### config.mk
export PLATFORM = sky130hd
export DESIGN_NAME = afifo_rd_packer
export DESIGN_NICKNAME = d
export VERILOG_FILES = /design/src/rtl/afifo_rd_packer.sv
export SDC_FILE = /design/constraint.sdc
export NUM_CORES = 1
export LEC_CHECK = 0
export ABC_CLOCK_PERIOD_IN_PS = 2100
export BUFFER_PORTS_ARGS = -buffer_cell sky130_fd_sc_hd__clkbuf_2
export CORE_MARGIN = 5
export CORE_UTILIZATION = 35
export CTS_CLUSTER_DIAMETER = 100
export DETAILED_ROUTE_END_ITERATION = 8
export SETUP_SLACK_MARGIN = 0.4
export SYNTH_ARGS = -nofsm -noshare
export SYNTH_HDL_FRONTEND = slang
export SYNTH_SLANG_ARGS = --single-unit
### constraint.sdc
create_clock -name rd_clk -period 2.1 [get_ports rd_clk]
set_input_delay 0.105 -clock rd_clk [delete_from_list [all_inputs] [get_ports rd_clk]]
set_output_delay 0.105 -clock rd_clk [all_outputs]
set_load 0.05 [all_outputs]
### src/rtl/afifo_rd_packer.sv
// Read-side packer for the async FIFO, running in the read clock domain.
// Pops DSIZE-bit words from a fall-through FIFO and packs PACK of them
// LSB-first into one wide word on a valid/ready stream. A flush request
// emits the partial word with a slot-valid keep mask.
// Optional statistics counters: define AFIFO_RD_PACKER_STATS_EN.
module afifo_rd_packer #(
    parameter int unsigned DSIZE = 8,
    parameter int unsigned PACK  = 4
) (
    input  logic                    rd_clk,
    input  logic                    rd_rst,
    input  logic [DSIZE-1:0]        rd_data,
    input  logic                    rd_empty,
    output logic                    rd_inc,
    input  logic                    flush,
    output logic [DSIZE*PACK-1:0]   out_data,
    output logic [PACK-1:0]         out_keep,
    output logic                    out_valid,
    input  logic                    out_ready,
    output logic                    busy
`ifdef AFIFO_RD_PACKER_STATS_EN
    ,
    output logic [15:0]             word_cnt,
    output logic [15:0]             partial_cnt
`endif
);

    localparam int unsigned CW = $clog2(PACK + 1);

    // StFull is exactly cnt == PACK; kept as explicit state for readability.
    typedef enum logic [0:0] {StAcc, StFull} state_e;

    state_e                  state_q, state_d;
    logic [CW-1:0]           cnt_q, cnt_d;
    logic [DSIZE*PACK-1:0]   acc_q, acc_d;
    logic                    out_free;
    logic                    xfer;
    logic                    pop;
    logic [PACK-1:0]         keep_next;

    // Handshake, transfer and pop decisions; slot mask for the word in flight.
    always_comb begin
        out_free = !out_valid || out_ready;
        xfer     = out_free && ((state_q == StFull) || (flush && (cnt_q != '0)));
        // Gate with reset so the FIFO never sees a pop while we are held in reset.
        pop      = !rd_rst && !rd_empty && !flush && ((state_q == StAcc) || xfer);
        for (int k = 0; k < PACK; k++) begin
            keep_next[k] = (CW'(k) < cnt_q);
        end
    end

    // Next-state for accumulator, count and FSM.
    always_comb begin
        state_d = state_q;
        cnt_d   = cnt_q;
        acc_d   = acc_q;
        if (xfer) begin
            // Clear on transfer so unfilled slots of the next word read as zero.
            acc_d   = '0;
            cnt_d   = '0;
            state_d = StAcc;
            if (pop) begin
                acc_d[DSIZE-1:0] = rd_data;
                cnt_d            = CW'(1);
            end
        end else if (pop) begin
            for (int k = 0; k < PACK; k++) begin
                if (cnt_q == CW'(k)) begin
                    acc_d[k*DSIZE +: DSIZE] = rd_data;
                end
            end
            cnt_d = cnt_q + CW'(1);
            if (cnt_q == CW'(PACK - 1)) begin
                state_d = StFull;
            end
        end
    end

    // Accumulator, count and FSM state registers.
    always_ff @(posedge rd_clk or posedge rd_rst) begin
        if (rd_rst) begin
            state_q <= StAcc;
            cnt_q   <= '0;
            acc_q   <= '0;
        end else begin
            state_q <= state_d;
            cnt_q   <= cnt_d;
            acc_q   <= acc_d;
        end
    end

    // Output register: load on transfer, hold while stalled, drop valid on accept.
    always_ff @(posedge rd_clk or posedge rd_rst) begin
        if (rd_rst) begin
            out_data  <= '0;
            out_keep  <= '0;
            out_valid <= 1'b0;
        end else if (xfer) begin
            out_data  <= acc_q;
            out_keep  <= keep_next;
            out_valid <= 1'b1;
        end else if (out_valid && out_ready) begin
            out_valid <= 1'b0;
        end
    end

    assign rd_inc = pop;
    assign busy   = (cnt_q != '0) || out_valid;

`ifdef AFIFO_RD_PACKER_STATS_EN
    // Saturating counters of accepted beats and of accepted partial beats.
    always_ff @(posedge rd_clk or posedge rd_rst) begin
        if (rd_rst) begin
            word_cnt    <= '0;
            partial_cnt <= '0;
        end else if (out_valid && out_ready) begin
            if (word_cnt != '1) begin
                word_cnt <= word_cnt + 16'd1;
            end
            if ((out_keep != '1) && (partial_cnt != '1)) begin
                partial_cnt <= partial_cnt + 16'd1;
            end
        end
    end
`endif

endmodule

* Word level (Yosys, flattened, before mapping)
Cells that the tools add are included.
** Word-level totals
- Register bits after elaboration :: 73
- Bits in writable memories :: 0
- Logic and storage cells :: 59
- Memories kept :: 0
- Bits in latches :: 0
- Bits in read-only memories :: 0
** Operators by class
- Multiply operators :: 0
- Divide/modulo/power cells :: 0
- Reduce and logical (&&, ||, !) cells :: 26
- Shift operators :: 0
- Muxes and demuxes :: 15
- Bitwise logic cells :: 1
- Equal/unequal tests :: 3
- Add/sub/neg operators :: 1
- Order comparisons :: 4
** Operators by type and width (count)
- $mux 32 :: 2
- $mux 8 :: 5
- $reduce_bool 2->1 :: 6
- $reduce_and 2->1 :: 4
- $eq 3x2->1 const B :: 2
- $logic_and 1x1->1 :: 6
- $lt 1x3->1 const A :: 2
- $lt 2x3->1 const A :: 2
- $mux 1 :: 6
- $mux 3 :: 2
- $logic_not 1->1 :: 4
- $logic_or 1x1->1 :: 4
- $add 3x1->3 const B :: 1
- $eq 3x1->1 const B :: 1
- $logic_not 3->1 :: 1
- $reduce_bool 3->1 :: 1
- $not 1->1 :: 1

* Logic depth before layout (Yosys ltp)
Gate-level depths: netlist (run 1).
- Depth after elaboration :: 8
- Mapped depth :: 7

* Worst setup path after synthesis (run 1)
Ideal clock, no wire load.
- Path type :: reg-to-reg
- Start point :: register out_valid
- End point :: register out_data[12]
- Path buffers :: 3
- Arrival time :: 1.757 ns
- Cell stages (with the launch flop) :: 7
- Setup slack :: 0.216 ns
- Required time :: 1.973 ns
- Path through :: dfrtp_1 nor2b_1 buf_2 nor3_2 buf_6 buf_6 mux2_1
** Between the ends
- Cells in the longest elaborated chain, start to end :: 3
** RTL lines
- from (decl) :: RTL line 18 : output logic out_valid,
- from (signal assigned) :: RTL line 97 : out_valid <= 1'b0;
- from (signal assigned) :: RTL line 101 : out_valid <= 1'b1;
- from (signal assigned) :: RTL line 103 : out_valid <= 1'b0;
- $logic_not 1->1 :: RTL line 43 : out_free = !out_valid || out_ready;
- $logic_or 1x1->1 :: RTL line 43
- $logic_and 1x1->1 :: RTL line 44 : xfer = out_free && ((state_q == StFull) || (flush && (cnt_q != '0)));
- to (signal assigned) :: RTL line 99 : out_data <= acc_q;
- to (decl) :: RTL line 16 : output logic [DSIZE*PACK-1:0] out_data,
No other way between the ends.
A chain may end at the register's enable or synchronous reset.

* Final worst setup path (run 1)
- Start point :: register cnt_q[0]
- End point :: register out_data[4]
** Between the ends
- Cells in the longest elaborated chain, start to end :: 4
** RTL lines
- from (decl) :: RTL line 34 : logic [CW-1:0] cnt_q, cnt_d;
- from (signal assigned) :: RTL line 87 : cnt_q <= cnt_d;
- $reduce_bool 3->1 :: RTL line 44
- $logic_and 1x1->1 :: RTL line 44
- $logic_or 1x1->1 :: RTL line 44
- $logic_and 1x1->1 :: RTL line 44
No other way between the ends.

==> metrics.csv, run 1 <==
metric;value;unit
worst_setup_path_end_kind;flop;
report.final.slew_viol_count;0;
via_per_inst;5.32;
critPathSlowestCell;dfrtp_2;
start_util;35.5;%
area_growth;29.7;%
synth_edf_count;0;
gp_congestion;0.738;
slew_headroom;47.9;%
htree_levels;3;
n_antenna_cell;0;
wirelength;8030;um
yosysSeqAreaShare;56.2;%
layout_min_cycle_time;1750;ps
ys.warnings.count;0;
io_pins;52;
via_count;2335;
dieArea;11300;um^2
worstSetupStartpointType;flop;
finClkSkew;15.0;ps
cpPeakStageDelay;370;ps
synthesis.area;3250;um^2
drtIter0Drc;161;
ys_types;34;
cts_buffers;9;
drtAntennaViolNets;0;
synth-seq-cells;73;
first_pass_iters;4;
drive_gt1_share;45.4;%
power_leakage;2.15;nW
p_per_area;1530;nW/um^2
placed_cell_area;3770;um^2
cts.sinks;73;
rows;35;
status;finished, final reports clean;
place_ws;199;ps
grt-ovfl-total;0;
worstPathRequired;2330;ps
post-route-cell-area;4220;um^2
async_reset_ff_share;100;%
cp_top_family;simple AND/OR/NAND/NOR gates;
fin_setup_tns;0;ps
cap_violations;0;
synth_nets;265;
final_util;46.1;%
final_nets;340;
finalHoldViolations;0;
crit_chain;inv_2, ha_4, nor3b_4, nor3_4, buf_6, buf_16, mux2_4;
grt_pass1_wl;12600;um
drc_errors;0;
critPathArrivalTime;1990;ps
path_clk_slew;80;ps
cts_tree;yes;
post-dp-hpwl;5170;um
root_buffer;clkbuf_8;
die_x;106;um
worst_hold_path_type;input port to flop;
port_buffers;51;
max_freq;570;MHz
syn_area_per_cell;13.1;um^2
final_common_cell;dfrtp_1;
vdd_drop_max;0.708;mV
crit_fanout;8;
clkLatencyLatePin;350;ps
grt_max_degree;42;
antenna_found_initial;0;
crit_buf_inv;3;
globalRouteTotalUtil;14.3;%
coreArea;9150;um^2
fin_ws;346;ps
final_cell_mix;68 x dfrtp_1, 49 x clkbuf_2, 41 x o31ai_1, 26 x mux2i_1, 23 x buf_4;
grt_pass1_vias;2387;
die_h;106;um
rsz0062_at_grt;yes;
synthCells;249;
hold_slack;27.7;ps
crit_type;flop to flop;
worst_pin_slew;780;ps
wl_per_cell;18.3;um
period_share;83.5;%
setup_viol;0;
ctsLongestPathBuffers;2;
synthFlopType;dfrtp_1;
## registers in the layout, summed over array words and instances, names as in the netlist
| signal | flops |
|---|---|
| out_keep | 4 |
| state_q | 1 |
| cnt_q | 3 |
| out_valid | 1 |
| acc_q | 32 |
| out_data | 32 |
## worst paths after layout
path	startpoint	to	slack, ps	cells after the start
setup / recovery	cnt_q[0]$_DFFE_PP0P_	out_data[4]$_DFFE_PP0P_	350	7
hold / removal	rd_data[2]	acc_q[2]$_DFFE_PP0P_	30	3
setup reg to reg	cnt_q[0]$_DFFE_PP0P_	out_data[4]$_DFFE_PP0P_	350	7
hold reg to reg	out_data[14]$_DFFE_PP0P_	out_data[14]$_DFFE_PP0P_	490	1
max in group asynchronous	rd_rst	out_data[14]$_DFFE_PP0P_	930	4
min in group asynchronous	rd_rst	out_data[29]$_DFFE_PP0P_	480	3
## per-layer routing
metal,GRT usage [%],up-vias,wire length (um)
met4,7.49,0,240
li1,-,1075,-
met5,0,-,0
met1,19.4,1177,3630
met3,3.52,17,377
met2,20.9,66,3780
## power breakdown
| part | total (W) | internal [W] | switching, W |
|---|---|---|---|
| clock | 0.00107 | 0.000543 | 0.000526 |
| combinational | 0.00329 | 0.00126 | 0.00203 |
| sequential | 0.00207 | 0.00182 | 0.000253 |
| total | 0.00643 | 0.00362 | 0.00281 |
## cells in the mapped netlist (3+ instances only)
master    number  area (um^2)
o32ai_1        8         70.1
nand2_1        3         11.3
mux2i_1       26          260
mux2_1         5         56.3
ha_1           3         37.5
o31ai_1       42          315
a21oi_1        3         15.0
mux2_2        29          327
inv_1         15         56.3
dfrtp_1       73         1830
clkbuf_1      10         37.5
buf_2          7         35.0
## repair_timing
item | 4_1_cts | 5_1_grt
pin swaps | 1 | 3
setup buffers | 4 | 6
endpoints found under the hold margin | 33 | 0
hold buffers | 1 | 0
cloned | 1 | 1
endpoints found under the setup margin | 57 | 43
resized for setup | 14 | 22
## stage by stage
stage	instances	total power [W]
final	439	0.00643
after global placement	411	0.00482
after detailed placement	411	0.00488
after floorplan	249	0.00410
after global routing	439	0.00673
after CTS	432	0.00617
## logic make-up (layout without fill, tap and decap cells)
family	Yosys count	count (layout)	share of synthesized area, %
flip-flops	73	73	56.2
buffers and inverters	35	114	4.89
AND/OR/NAND/NOR	20	20	4.43
AO/OA/AOI/OAI	57	57	13.3
XOR/XNOR	1	1	0.269
adder cells (fa/ha/maj)	3	3	1.15
multiplexers	60	60	19.8
## worst reg2reg max path, cell delays in order, from the launching register on
cell and delay (ps):
dfrtp_2 370, inv_2 60, ha_4 160, nor3b_4 160
nor3_4 300, buf_6 160, buf_16 140, mux2_4 300
## area by class of cell
cell class	count	area [um^2]
clock inverter	5	56.3
clock buffer	10	128
tap	111	139
inverter	15	60.1
sequential	73	1830
fill	836	4940
multi-input combinational	141	1390
timing repair buffer	84	613
Power figures use the tool's default switching activity.
==> inputs of run 2 (changes only) <==
--- a/config.mk
+++ b/config.mk
@@ -5,7 +5,7 @@
 export SDC_FILE = /design/constraint.sdc
 export NUM_CORES = 1
 export LEC_CHECK = 0
-export ABC_CLOCK_PERIOD_IN_PS = 2100
+export ABC_CLOCK_PERIOD_IN_PS = 1500
 export BUFFER_PORTS_ARGS = -buffer_cell sky130_fd_sc_hd__clkbuf_2
 export CORE_MARGIN = 5
 export CORE_UTILIZATION = 35
==> constraint.sdc (replaced) <==
create_clock -name rd_clk -period 1.5 [get_ports rd_clk]
set_input_delay 0.075 -clock rd_clk [delete_from_list [all_inputs] [get_ports rd_clk]]
set_output_delay 0.075 -clock rd_clk [all_outputs]
set_load 0.05 [all_outputs]
==> metrics.csv, run 2 (synthesized netlist as in run 1, its figures left out) <==
metric;value;unit
die_x;106;um
power_leakage;2.41;nW
antenna_found_initial;0;
final_nets;377;
io_pins;52;
worst_pin_slew;447;ps
status;finished, violations left;
grt-ovfl-total;0;
grt_max_degree;37;
wirelength;8850;um
rsz0062_at_grt;yes;
r2r_start;cnt_q[0]$_DFFE_PP0P_;
setup_viol;73;
root_buffer;clkbuf_8;
via_count;2487;
cap_violations;0;
worstPathRequired;1720;ps
cts_tree;yes;
hold_slack;34.1;ps
use_met3;3.40;%
drive_gt1_share;59.0;%
crit_type;flop to flop;
critPathArrivalTime;1950;ps
busiest_layer;met2;
worst_hold_path_type;input port to flop;
p_int;0.00608;W
placed_cell_area;4020;um^2
fin_cells;477;
final_util;54.2;%
power;0.0106;W
gp_congestion;0.739;
crit_fanout;11;
ctsLongestPathBuffers;2;
start_util;35.5;%
drtIter0Drc;154;
r2r_cells;7;
layout_min_cycle_time;1720;ps
wl_per_cell;18.6;um
met2_usage;24.4;%
max_freq;580;MHz
switching_power;0.00453;W
grt_pass1_vias;2645;
path_clk_slew;80;ps
area_growth;52.7;%
via_per_inst;5.21;
min_to;acc_q[7]$_DFFE_PP0P_;
die_h;106;um
grt_pass1_wl;13900;um
rows;35;
drc_errors;0;
hold_start;rd_data[7];
first_pass_iters;4;
r2r-end;out_data[13]$_DFFE_PP0P_;
switching_share;42.7;%
vdd_drop_max;1.25;mV
post-route-cell-area;4960;um^2
report.final.slew_viol_count;0;
n_antenna_cell;0;
fin_ws;-224;ps
combPwrFrac;57.9;%
p_per_area;2140;nW/um^2
htree_levels;3;
finClkSkew;7.88;ps
post-dp-hpwl;5520;um
worstSetupStartpointType;flop;
globalRouteTotalUtil;15.6;%
hold_path_depth;3;
slew_headroom;70.1;%
drtAntennaViolNets;0;
clkLatencyLatePin;340;ps
p_clk_share;14.8;%
nFillCells;733;
violations;negative setup slack;
coreArea;9150;um^2
r2r_slack;-220;ps
worst_setup_path_end_kind;flop;
dieArea;11300;um^2
met1_usage;21.3;%
finalHoldViolations;0;
reg_top3;acc_q x32, out_data x32, out_keep x4;
period_share;115;%
cts.sinks;73;
cts_buffers;9;
port_buffers;51;
seqPwrFrac;27.3;%
final_common_cell;dfrtp_1;
final_cell_mix;71 x dfrtp_1, 39 x clkbuf_2, 32 x buf_4, 29 x mux2_2, 26 x mux2i_1;
place_inst;426;
## run 2: cell count changes in the layout (fill, tap and decap cells not counted), moves of 12 or more
cell and delta:
buf_6 +20, mux2_2 +14, mux2_4 -15, o31ai_1 -22, o31ai_4 +12
## run 2: how the worst max path moves through the flow
stage / from / end / slack [ps] / cells after the start
floorplan: cnt_q[0]$_DFFE_PP0P_ / out_data[13]$_DFFE_PP0P_ / -240 / 7
global placement: cnt_q[0]$_DFFE_PP0P_ / out_data[25]$_DFFE_PP0P_ / -160 / 6
detailed placement: cnt_q[0]$_DFFE_PP0P_ / out_data[11]$_DFFE_PP0P_ / -210 / 6
CTS: cnt_q[1]$_DFFE_PP0P_ / out_data[1]$_DFFE_PP0P_ / -180 / 7
global route: cnt_q[0]$_DFFE_PP0P_ / out_data[13]$_DFFE_PP0P_ / -270 / 7
finish: cnt_q[0]$_DFFE_PP0P_ / out_data[13]$_DFFE_PP0P_ / -220 / 7
## run 2: stage by stage
stage	TNS, ps	setup WS, ps
floorplan	-7840	-242
detailed placement	-9990	-210
finish	-11480	-224
CTS	-8730	-180
global route	-15930	-273
global placement	-7720	-156
## run 2: power groups by stage
| stage | clock network, W | logic (W) | registers, W |
|---|---|---|---|
| after floorplan | 0 | 0.00195 | 0.00399 |
| after global placement | 0 | 0.00424 | 0.00290 |
| after detailed placement | 0 | 0.00430 | 0.00291 |
| after CTS | 0.00161 | 0.00515 | 0.00287 |
| after global routing | 0.00171 | 0.00647 | 0.00298 |
| final | 0.00157 | 0.00614 | 0.00290 |
## run 2: final cells by class
cell class / instances / area (um^2) / area share (%)
sequential: 73 / 1830 / 36.9
multi-input combinational: 141 / 1650 / 33.3
timing repair buffer: 121 / 1080 / 21.8
clock buffer: 12 / 145 / 2.92
tap: 111 / 139 / 2.80
inverter: 15 / 63.8 / 1.29
clock inverter: 4 / 52.6 / 1.06
## run 2: critical path: stages, from the launching register on
cell     delay [ps]
dfrtp_1         390
inv_2            80
ha_4            130
nor3b_4         300
nor3_4           90
buf_4           160
buf_16          140
mux2_1          310
## run 2: timing repair
item	CTS	global route
endpoints found under the setup margin	76	85
pin swaps	3	13
hold buffers	2	0
setup buffers	18	12
resized for setup	39	60
cloned	2	1
hold endpoints to repair	16	0
## run 2: routing by layer
metal | part of all wire, % | vias up
li1 | - | 1151
met1 | 45 | 1256
met2 | 49 | 64
met3 | 4.3 | 16
met4 | 2.1 | 0
met5 | 0 | -
==> inputs of run 3 (changes only) <==
--- a/config.mk
+++ b/config.mk
@@ -7,6 +7,7 @@
 export LEC_CHECK = 0
 export ABC_CLOCK_PERIOD_IN_PS = 1500
 export BUFFER_PORTS_ARGS = -buffer_cell sky130_fd_sc_hd__clkbuf_2
+export CORE_ASPECT_RATIO = 0.6
 export CORE_MARGIN = 5
 export CORE_UTILIZATION = 35
 export CTS_CLUSTER_DIAMETER = 100
==> metrics.csv, run 3 (synthesized netlist as in run 1, its figures left out) <==
metric;value;unit
vdd_drop_max;1.17;mV
die_x;134;um
final_common_cell;dfrtp_1;
hold_start;rd_data[1];
setup_viol;71;
period_share;114;%
fin_ws;-206;ps
reg_top3;acc_q x32, out_data x32, out_keep x4;
layout_min_cycle_time;1710;ps
worstSetupStartpointType;flop;
path_clk_slew;60;ps
via_per_inst;5.38;
cpPeakStageDelay;390;ps
cts_tree;yes;
place_ws;-208;ps
slew_headroom;69.9;%
crit_fanout;5;
report.final.slew_viol_count;0;
r2r_start;cnt_q[0]$_DFFE_PP0P_;
power_leakage;2.41;nW
grt_pass1_wl;13800;um
max_freq;586;MHz
status;finished, violations left;
ctsLongestPathBuffers;2;
final_nets;365;
crit_type;flop to flop;
first_pass_iters;5;
hold_slack;41.6;ps
critPathSlowestCell;dfrtp_1;
critPathArrivalTime;1960;ps
grt_pass1_vias;2487;
wirelength;9650;um
gp_congestion;0.803;
fin_cells;469;
clkLatencyLatePin;340;ps
start_util;35.6;%
drtAntennaViolNets;0;
finClkSkew;4.11;ps
worst_setup_path_end_kind;flop;
rows;27;
drc_errors;0;
io_pins;52;
post-dp-hpwl;5710;um
p_per_area;2250;nW/um^2
violations;negative setup slack;
cts_buffers;9;
antenna_found_initial;0;
power;0.0115;W
root_buffer;clkbuf_16;
worst_hold_path_type;input port to flop;
crit_start;cnt_q[0]$_DFFE_PP0P_;
cts.sinks;73;
rsz0062_at_grt;yes;
n_antenna_cell;0;
htree_levels;3;
wl_per_cell;20.6;um
final_cell_mix;71 x dfrtp_1, 47 x clkbuf_2, 26 x mux2i_1, 21 x buf_6;
dieArea;11400;um^2
worst_pin_slew;451;ps
coreArea;9120;um^2
drtIter0Drc;167;
globalRouteTotalUtil;15.7;%
port_buffers;51;
cap_violations;0;
worstPathRequired;1750;ps
crit_chain;inv_2, ha_4, nor3b_4, buf_4, buf_6, clkbuf_16, o31ai_1, mux2i_1;
place_inst;425;
hold_path_depth;3;
finalHoldViolations;0;
grt-ovfl-total;0;
r2r_cells;8;
grt_max_degree;44;
final_util;56.2;%
via_count;2524;
drive_gt1_share;60.3;%
area_growth;57.7;%
die_h;84.7;um
run 3: final timing paths:
kind | endpoint | slack [ps]
max | acc_q[12]$_DFFE_PP0P_ | -210
max reg2reg | acc_q[12]$_DFFE_PP0P_ | -210
min in group asynchronous | out_keep[1]$_DFFE_PP0P_ | 330
min | acc_q[1]$_DFFE_PP0P_ | 40
min reg2reg | out_data[11]$_DFFE_PP0P_ | 500
max in group asynchronous | acc_q[26]$_DFFE_PP0P_ | 670
run 3: per-layer routing:
layer  track usage [%]  share of wire, %  routed length, um
met4              4.53              0.50                 48
met3              4.91               7.5                725
met2              21.7                44               4250
met5                 0                 0                  0
met1              23.5                48               4620
run 3: final cells by class:
type / count / area (um^2)
clock inverters: 3 / 42.5
flip-flops and latches: 73 / 1830
repair buffers: 109 / 1000
multi-input cells: 141 / 1800
fillers: 731 / 4000
clock buffers: 12 / 236
inverters: 15 / 63.8
well taps: 116 / 145
run 3: critical path, delay by kind of cell (launching register included):
family | cells | cell delay [ps]
muxes | 1 | 180
DFF | 1 | 390
adders and majority gates | 1 | 130
buffers and inverters | 4 | 550
and+or+nand+nor | 1 | 300
AOI/OAI and AO/OA | 1 | 80
run 3: repair_timing:
item,in CTS,in global routing
buffers inserted,9,10
cloned,3,6
hold buffers,1,0
pin swaps,10,9
hold endpoints to repair,15,0
setup endpoints to repair,75,77
gates resized for setup,52,72
run 3: stage by stage:
| stage | area [um^2] | TNS, ps |
|---|---|---|
| final | 5130 | -9480 |
| after global routing | 5130 | -14820 |
| after CTS | 4550 | -5560 |
| after detailed placement | 3950 | -7710 |
| after global placement | 3950 | -5750 |
| after floorplan | 3390 | -7840 |
run 3: power breakdown:
part	switching, W	internal [W]	leakage, nW	total, W
sequential	0.000412	0.00255	0.993	0.00296
clock	0.000771	0.00128	0.133	0.00205
combinational	0.00368	0.00282	1.29	0.00650
